<file path="src/rtl/id_ex_operand_stage.sv">
// ---------------------------------------------------------------------------
// id_ex_operand_stage
//
// Decode-to-execute boundary in front of the 3-bit-controlled ALU. It holds
// the integer register file and reads rs1/rs2. A read returns the EX result
// when the instruction currently in the slot writes that register, otherwise
// the write-back value when one is in flight, otherwise the register file.
// Operand B is either the immediate or the resolved rs2 value. Operands and
// ALU control sit in a single valid/ready slot that drives the ALU directly.
//
// Ports
//   clk, rst_n          clock, asynchronous active-low reset
//   in_valid/in_ready   decode-side handshake (in_ready is combinational)
//   in_rs1/in_rs2/in_rd register addresses of the incoming instruction
//   in_imm              sign-extended immediate
//   in_alu_src          1: B = in_imm, 0: B = resolved rs2
//   in_alu_control      ALU op code, passed through
//   in_reg_write        incoming instruction writes rd
//   ex_result           combinational ALU result of the slot's instruction
//   wb_en/addr/data     register-file write port
//   flush               kills the slot and the incoming instruction
//   out_ready/out_valid execute-side handshake
//   out_alu_control, out_A, out_B, out_rs2_val, out_rd, out_reg_write
//                       registered slot contents
// ---------------------------------------------------------------------------
module id_ex_operand_stage #(
    parameter int XLEN = 32,
    parameter int NREG = 32
) (
    input  logic                    clk,
    input  logic                    rst_n,
    input  logic                    in_valid,
    output logic                    in_ready,
    input  logic [$clog2(NREG)-1:0] in_rs1,
    input  logic [$clog2(NREG)-1:0] in_rs2,
    input  logic [$clog2(NREG)-1:0] in_rd,
    input  logic [XLEN-1:0]         in_imm,
    input  logic                    in_alu_src,
    input  logic [2:0]              in_alu_control,
    input  logic                    in_reg_write,
    input  logic [XLEN-1:0]         ex_result,
    input  logic                    wb_en,
    input  logic [$clog2(NREG)-1:0] wb_addr,
    input  logic [XLEN-1:0]         wb_data,
    input  logic                    flush,
    input  logic                    out_ready,
    output logic                    out_valid,
    output logic [2:0]              out_alu_control,
    output logic [XLEN-1:0]         out_A,
    output logic [XLEN-1:0]         out_B,
    output logic [XLEN-1:0]         out_rs2_val,
    output logic [$clog2(NREG)-1:0] out_rd,
    output logic                    out_reg_write
);

    localparam int AW = $clog2(NREG);

    logic [XLEN-1:0] regs [NREG];

    logic [XLEN-1:0] rs1_val_p0;
    logic [XLEN-1:0] rs2_val_p0;
    logic [XLEN-1:0] b_val_p0;
    logic            accept_p0;

    // Source priority: x0, then the slot's own result (youngest producer),
    // then the write-back in flight, then the stored register.
    function automatic logic [XLEN-1:0] resolve(
        input logic [AW-1:0]   addr,
        input logic [XLEN-1:0] rf_val,
        input logic            slot_valid,
        input logic            slot_wr,
        input logic [AW-1:0]   slot_rd,
        input logic [XLEN-1:0] fwd_val,
        input logic            wen,
        input logic [AW-1:0]   waddr,
        input logic [XLEN-1:0] wdata
    );
        logic [XLEN-1:0] r;
        if (addr == '0)
            r = '0;
        else if (slot_valid && slot_wr && (slot_rd == addr))
            r = fwd_val;
        else if (wen && (waddr == addr))
            r = wdata;
        else
            r = rf_val;
        return r;
    endfunction

    // ---- stage p0: operand resolution and handshake (combinational) ----
    always_comb begin
        rs1_val_p0 = resolve(in_rs1, regs[in_rs1], out_valid, out_reg_write,
                             out_rd, ex_result, wb_en, wb_addr, wb_data);
        rs2_val_p0 = resolve(in_rs2, regs[in_rs2], out_valid, out_reg_write,
                             out_rd, ex_result, wb_en, wb_addr, wb_data);
        b_val_p0   = in_alu_src ? in_imm : rs2_val_p0;
    end

    assign in_ready  = (~out_valid | out_ready) & ~flush;
    assign accept_p0 = in_valid & in_ready;

    // Register file; x0 is never written so it always reads zero.
    always_ff @(posedge clk or negedge rst_n) begin
        if (!rst_n) begin
            for (int i = 0; i < NREG; i++)
                regs[i] <= '0;
        end else if (wb_en && (wb_addr != '0)) begin
            regs[wb_addr] <= wb_data;
        end
    end

    // ---- stage p1: output slot ----
    always_ff @(posedge clk or negedge rst_n) begin
        if (!rst_n) begin
            out_valid       <= 1'b0;
            out_alu_control <= 3'b000;
            out_A           <= '0;
            out_B           <= '0;
            out_rs2_val     <= '0;
            out_rd          <= '0;
            out_reg_write   <= 1'b0;
        end else if (flush) begin
            // Clearing reg_write too keeps a killed slot from forwarding.
            out_valid     <= 1'b0;
            out_reg_write <= 1'b0;
        end else if (accept_p0) begin
            out_valid       <= 1'b1;
            out_alu_control <= in_alu_control;
            out_A           <= rs1_val_p0;
            out_B           <= b_val_p0;
            out_rs2_val     <= rs2_val_p0;
            out_rd          <= in_rd;
            out_reg_write   <= in_reg_write;
        end else if (out_ready) begin
            out_valid <= 1'b0;
        end
    end

endmodule

</file>
<file path="config.mk">
export PLATFORM = sky130hd
export DESIGN_NAME = id_ex_operand_stage
export DESIGN_NICKNAME = d
export VERILOG_FILES = /design/src/rtl/id_ex_operand_stage.sv
export SDC_FILE = /design/constraint.sdc
export NUM_CORES = 2
export LEC_CHECK = 0
export BUFFER_PORTS_ARGS = -buffer_cell sky130_fd_sc_hd__buf_2
export CAP_MARGIN = 10
export CORE_ASPECT_RATIO = 0.5
export CORE_UTILIZATION = 40
export DETAILED_ROUTE_END_ITERATION = 7
export GPL_TIMING_DRIVEN = 0
export SLEW_MARGIN = 20
export SYNTH_ARGS = -nofsm -noshare
export SYNTH_HDL_FRONTEND = slang
export SYNTH_SLANG_ARGS = --single-unit
</file>
<file path="constraint.sdc">
create_clock -name clk -period 1.9 [get_ports clk]
set_clock_uncertainty 0.15 [all_clocks]
set_input_delay 0.19 -clock clk [delete_from_list [all_inputs] [get_ports clk]]
set_output_delay 0.19 -clock clk [all_outputs]
set_load 0.02 [all_outputs]
</file>
# [After elaboration in Yosys (flattened, before gate mapping)]
# Index checks and enable logic that the tools add are counted.
[word_totals] reg_bits=1130 inputBits=127 out_inout_bits=107 wordCells=89
[op_classes] magnitude_cmp=4 n_eq_ne=4 mux=21 n_bitwise=8 reduce_logical=13
[op_table] operator="1024-bit bitwise mux" n=1
[op_table] operator="32-bit two-way mux" n=12
[op_table] operator="32-bit binary-select mux with 5-bit select" n=2
[op_table] operator="32-bit demux with 5-bit select" n=1
[op_table] operator="5-bit equality test" n=4
[op_table] operator="6-bit greater-or-equal comparator (second input constant)" n=3
[op_table] operator="5-bit inverter with 6-bit output" n=3
[op_table] operator="5-bit logical NOT" n=2
[op_table] operator="1-bit logical AND" n=7
[op_table] operator="6-bit by 1-bit < comparator with 1-bit output (second input constant)" n=1
[op_table] operator="1-bit two-way mux" n=5
[op_table] operator="5-bit nonzero test" n=1
[op_table] operator="3-bit nonzero test" n=1
[op_table] operator="1-bit AND" n=2
[op_table] operator="1-bit inverter" n=2
[op_table] operator="2-bit AND reduction" n=1
[op_table] operator="2-bit nonzero test" n=1
[op_table] operator="1-bit bitwise OR" n=1

# [Depth between registers and ports, before layout]
[depth] ltp_word=8 mapped_depth=11 ltp_nobuf=6

# [Least setup slack after synthesis]
# Ideal clock, no wire load.
[synth_path] path_type="input -> register" start="in in_rs1[0]" end="reg out_A[29]" setup_ns=0.134 arrival_time_ns=2.017 t_required_ns=1.616 setup_slack_ns=-0.401 cell_stages=9 n_path_buf=4 cell_sequence="buf_2 > buf_6 > buf_4 > buf_2 > mux4_2 > a211oi_1 > a21oi_1 > mux2i_1 > a22oi_1"
[synth_via] elab_chain_cells=7 word_cells_on_any_way=12 classes_between="eq/ne (2); mux (6); bitwise (1); reduce/logical (3)"
[synth_rtl] item="from (decl)" line_no="34" rtl="input logic [$clog2(NREG)-1:0] in_rs1,"
[synth_rtl] item="5-bit inverter with 6-bit output (implied by the code)" line_no="92" rtl="rs1_val_p0 = resolve(in_rs1, regs[in_rs1], out_valid, out_reg_write,"
[synth_rtl] item="32-bit binary-select mux with 5-bit select" line_no="92"
[synth_rtl] item="32-bit two-way mux (implied by the code) (2 in a row)" line_no="92"
[synth_rtl] item="32-bit two-way mux" line_no="83" rtl="else if (wen && (waddr == addr))"
[synth_rtl] item="32-bit two-way mux" line_no="81" rtl="else if (slot_valid && slot_wr && (slot_rd == addr))"
[synth_rtl] item="32-bit two-way mux *" line_no="79" rtl="if (addr == '0)"
[synth_rtl] item="to (signal assigned)" line_no="129" rtl="out_A <= rs1_val_p0;"
[synth_rtl] item="to (decl)" line_no="49" rtl="output logic [XLEN-1:0] out_A,"
# Every way passes the cells marked *; elsewhere a longest branch is shown, timed or not. The select of a mux whose other input is x is not followed.
# A chain may end at the register's enable or synchronous reset.

# [Final worst setup path]
[layout_path] start="in in_rs2[2]" end="reg out_B[19]"
[layout_via] elab_chain_cells=8 word_cells_on_any_way=13 classes_between="eq/ne (2); mux (7); bitwise (1); reduce/logical (3)"
[layout_rtl] item="from (decl)" line_no="35" rtl="input logic [$clog2(NREG)-1:0] in_rs2,"
[layout_rtl] item="5-bit inverter with 6-bit output (implied by the code)" line_no="94" rtl="rs2_val_p0 = resolve(in_rs2, regs[in_rs2], out_valid, out_reg_write,"
[layout_rtl] item="32-bit binary-select mux with 5-bit select" line_no="94"
[layout_rtl] item="32-bit two-way mux (implied by the code) (2 in a row)" line_no="94"
[layout_rtl] item="32-bit two-way mux" line_no="83"
[layout_rtl] item="32-bit two-way mux" line_no="81"
[layout_rtl] item="32-bit two-way mux *" line_no="79"
[layout_rtl] item="32-bit two-way mux *" line_no="96" rtl="b_val_p0 = in_alu_src ? in_imm : rs2_val_p0;"
[layout_rtl] item="to (signal assigned)" line_no="130" rtl="out_B <= b_val_p0;"
[layout_rtl] item="to (decl)" line_no="50" rtl="output logic [XLEN-1:0] out_B,"
# Marked as above.

==> metrics.txt <==
outcome=finished, violations left; Finished Layout Cells=6770; grt ovf=0; drt wl/cell=38.3 um; pins over their slew limit=0; crit path buf inv count=4; DIE WIDTH=549 um; Worst-Skew Late Latency=790 ps; Placed Cells=6371; Post-Syn Nets=4296; maxcap violations=0; TritonRoute pass-1 iters=6; Post-synth ARST share=1.00; Synth cell types=46; area of the multi-input gates=31200 um2; initial antenna violation count=11; worst path arrival time=2940 ps; critical path's slowest cell=clkbuf_1; Layout Utilization=0.495; Final Hold Vio Count=238; root buf cell=clkbuf_16; slew at the pin closest to its max-slew limit=1080 ps; Final Setup Violations=237; Syn. warnings=0; CP top delay family=buffers and inverters; path category of the worst min-delay check=input pin to async pin; top-count cell post-synth=dfrtp_1; Max VDD drop=0.767 mV; drt total wl=259 mm; sw frac=0.304; required time of the critical path=2390 ps; CP Max Fanout=10; Final Wtd Congestion=1.00; CP dominant cell by count=buf_2; register area share after synthesis=0.473; iteration-0 DRC count of the detailed router=6456; crit path time final=2440 ps; FF/Latch Area=28300 um2; synth top area cells=dfrtp_1 47%, mux2_2 19%, mux4_2 18%, mux2i_1 2.9%, clkbuf_1 1.8%; Synth top cells by count=1130 x dfrtp_1, 993 x mux2_2, 481 x mux4_2; largest net degree at the start of global routing=142; Startpoint Class=input pin; via count=45626; Routed Antenna Nets=0; Total GRT Usage=0.339; Clock power frac=0.330; crit-path cells=buf_2 -> buf_2 -> clkbuf_2 -> clkbuf_1 -> a21oi_1 -> o22ai_1 -> a21oi_4 -> a221o_1; CTS tree=done; leading area contributor after synthesis=dfrtp_1; setup ws final=-543 ps; vias in the first global route=45415; top-level port count=234; die height=275 um; first-pass GRT wire length=356 mm; Comb pwr share=0.237; number of remaining DRC errors=0; Clock transition at path regs=70 ps; P per Cell Area=1010 nW/um2; Core Area=147000 um2; CTS buffer count=111; CTS H-tree depth=3; clk sinks=1130; Crit. End Element=flip-flop; NetSw=0.0224 W; PortBufs=220; HPWL Detailed=184 mm; nets@finish=4831; design internal power=0.0514 W; Fmax=409 MHz; layout cell share with drive strength beyond 1=0.518; Area Growth Syn to Fin=21.8%; cts-stage hold buffer count=117; Syn Inst Count=4169; Max clock buf depth=3; critical setup path kind=input pin to flip-flop; vias per cell=6.74; setup TNS=-40870 ps; Starting Density=0.406; Filler cells=12514; RSZ-0062 raised after global routing=yes; Hold WS=-605 ps; overall power=0.0739 W; dpl ws=-2670 ps; EDFF count, synth=0; num rows=99; Synth Register Bits=1130; die area=151000 um2; Synth top area share=0.473; sequential share of power=0.433; Max-slew headroom=0.280; LEAKAGE=31.7 nW; Mapped Area=59800 um2; Main synth FF type=dfrtp_1; CP peak stage delay=810 ps; Final Cycle Share=1.29; Synth Area per Inst=14.3 um2; failing checks=negative hold slack, negative setup slack
worst reg2reg max path, stage by stage (launching register included):
cell and delay (ps):
dfrtp_2 430, xnor2_2 160, nand4_1 170, buf_4 180, o211ai_1 170, buf_4 200
buf_12 170, clkbuf_16 180, o221ai_2 100, a21oi_2 240, a221o_1 210
final timing paths:
path	from	end	slack (ps)	depth (start not counted)
hold reg to reg	out_rs2_val[24]	out_rs2_val[24]	320	1
min in group clk	in_rd[1]	out_rd[1]	20	4
max in group asynchronous	rst_n	out_rs2_val[25]	310	4
hold / removal	rst_n	regs[933]	-600	2
setup / recovery	in_rs2[2]	out_B[19]	-540	8
setup reg to reg	out_rd[0]	out_B[8]	-530	10
sequential cells by signal (all words and copies together) (netlist names):
name             count
out_rd               5
regs              1024
out_B               32
out_alu_control      3
out_reg_write        1
out_A               32
out_valid            1
out_rs2_val         32
repair_timing:
item,4_1_cts,5_1_grt
gates cloned,10,2
pin swaps,63,74
hold endpoints to repair,439,131
buffers inserted,43,23
setup endpoints to repair,642,845
resized for setup,490,130
metal layers:
| layer | wire length [um] | vias to the layer above | track usage |
|---|---|---|---|
| li1 | - | 17144 | - |
| met1 | 102000 | 24693 | 0.458 |
| met2 | 108000 | 3111 | 0.480 |
| met3 | 34100 | 664 | 0.127 |
| met4 | 14400 | 14 | 0.169 |
| met5 | 84 | - | 0 |
cell type report:
type / instances / area share
Inverter: 2 / 0.000103
Clock inverter: 50 / 0.00934
Buffer: 473 / 0.0470
Tap cell: 1969 / 0.0338
Antenna cell: 2 / 0.0000687
Multi-Input combinational cell: 2560 / 0.428
Clock buffer: 158 / 0.0438
Sequential cell: 1130 / 0.388
Timing Repair Buffer: 426 / 0.0498
metrics by stage:
stage | cell area (um2) | hold WS [ps]
floorplan | 60500 | -256
global placement | 64000 | 244
detailed placement | 64400 | 189
CTS | 72100 | -599
global route | 72800 | -545
finish | 72800 | -605
cell usage in the layout, fill, tap and decap left out, types with 14 or more instances in the layout:
master	synthesis	routed
a211oi_1	68	26
bufinv_16	0	14
mux2i_1	176	162
a211o_1	31	31
clkinv_2	0	23
nor2b_1	33	31
a221oi_1	14	14
clkbuf_8	0	41
nor2_4	0	19
mux2_2	993	993
clkbuf_1	294	180
buf_2	94	239
a21oi_2	0	24
dfrtp_1	1130	1124
a21o_1	80	80
buf_1	64	22
mux4_2	481	481
nand2_1	203	199
o22ai_1	63	47
dlygate4sd3_1	0	117
o221ai_2	0	38
buf_4	8	77
nand2b_1	31	31
a221o_1	31	31
a211oi_2	0	41
buf_6	16	55
clkbuf_16	0	128
buf_12	0	45
o221ai_4	0	25
clkbuf_2	1	86
and3_1	33	33
clkbuf_4	0	39
a21oi_1	110	77
o21ai_1	19	18
o221ai_1	94	31
power groups by stage:
stage               clock network (W)  registers, W  logic [W]
finish                         0.0244        0.0320     0.0175
global route                   0.0252        0.0325     0.0182
CTS                            0.0243        0.0318     0.0171
detailed placement                  0        0.0322     0.0161
global placement                    0        0.0319     0.0156
floorplan                           0        0.0316     0.0106
logic make-up after synthesis:
kind of cell,share of synthesized area
compound gates,0.0641
simple gates,0.0282
flops,0.473
mux,0.397
xor+xnor,0.00293
buf+inv,0.0346
No activity file was read; power rests on OpenSTA's default activity.
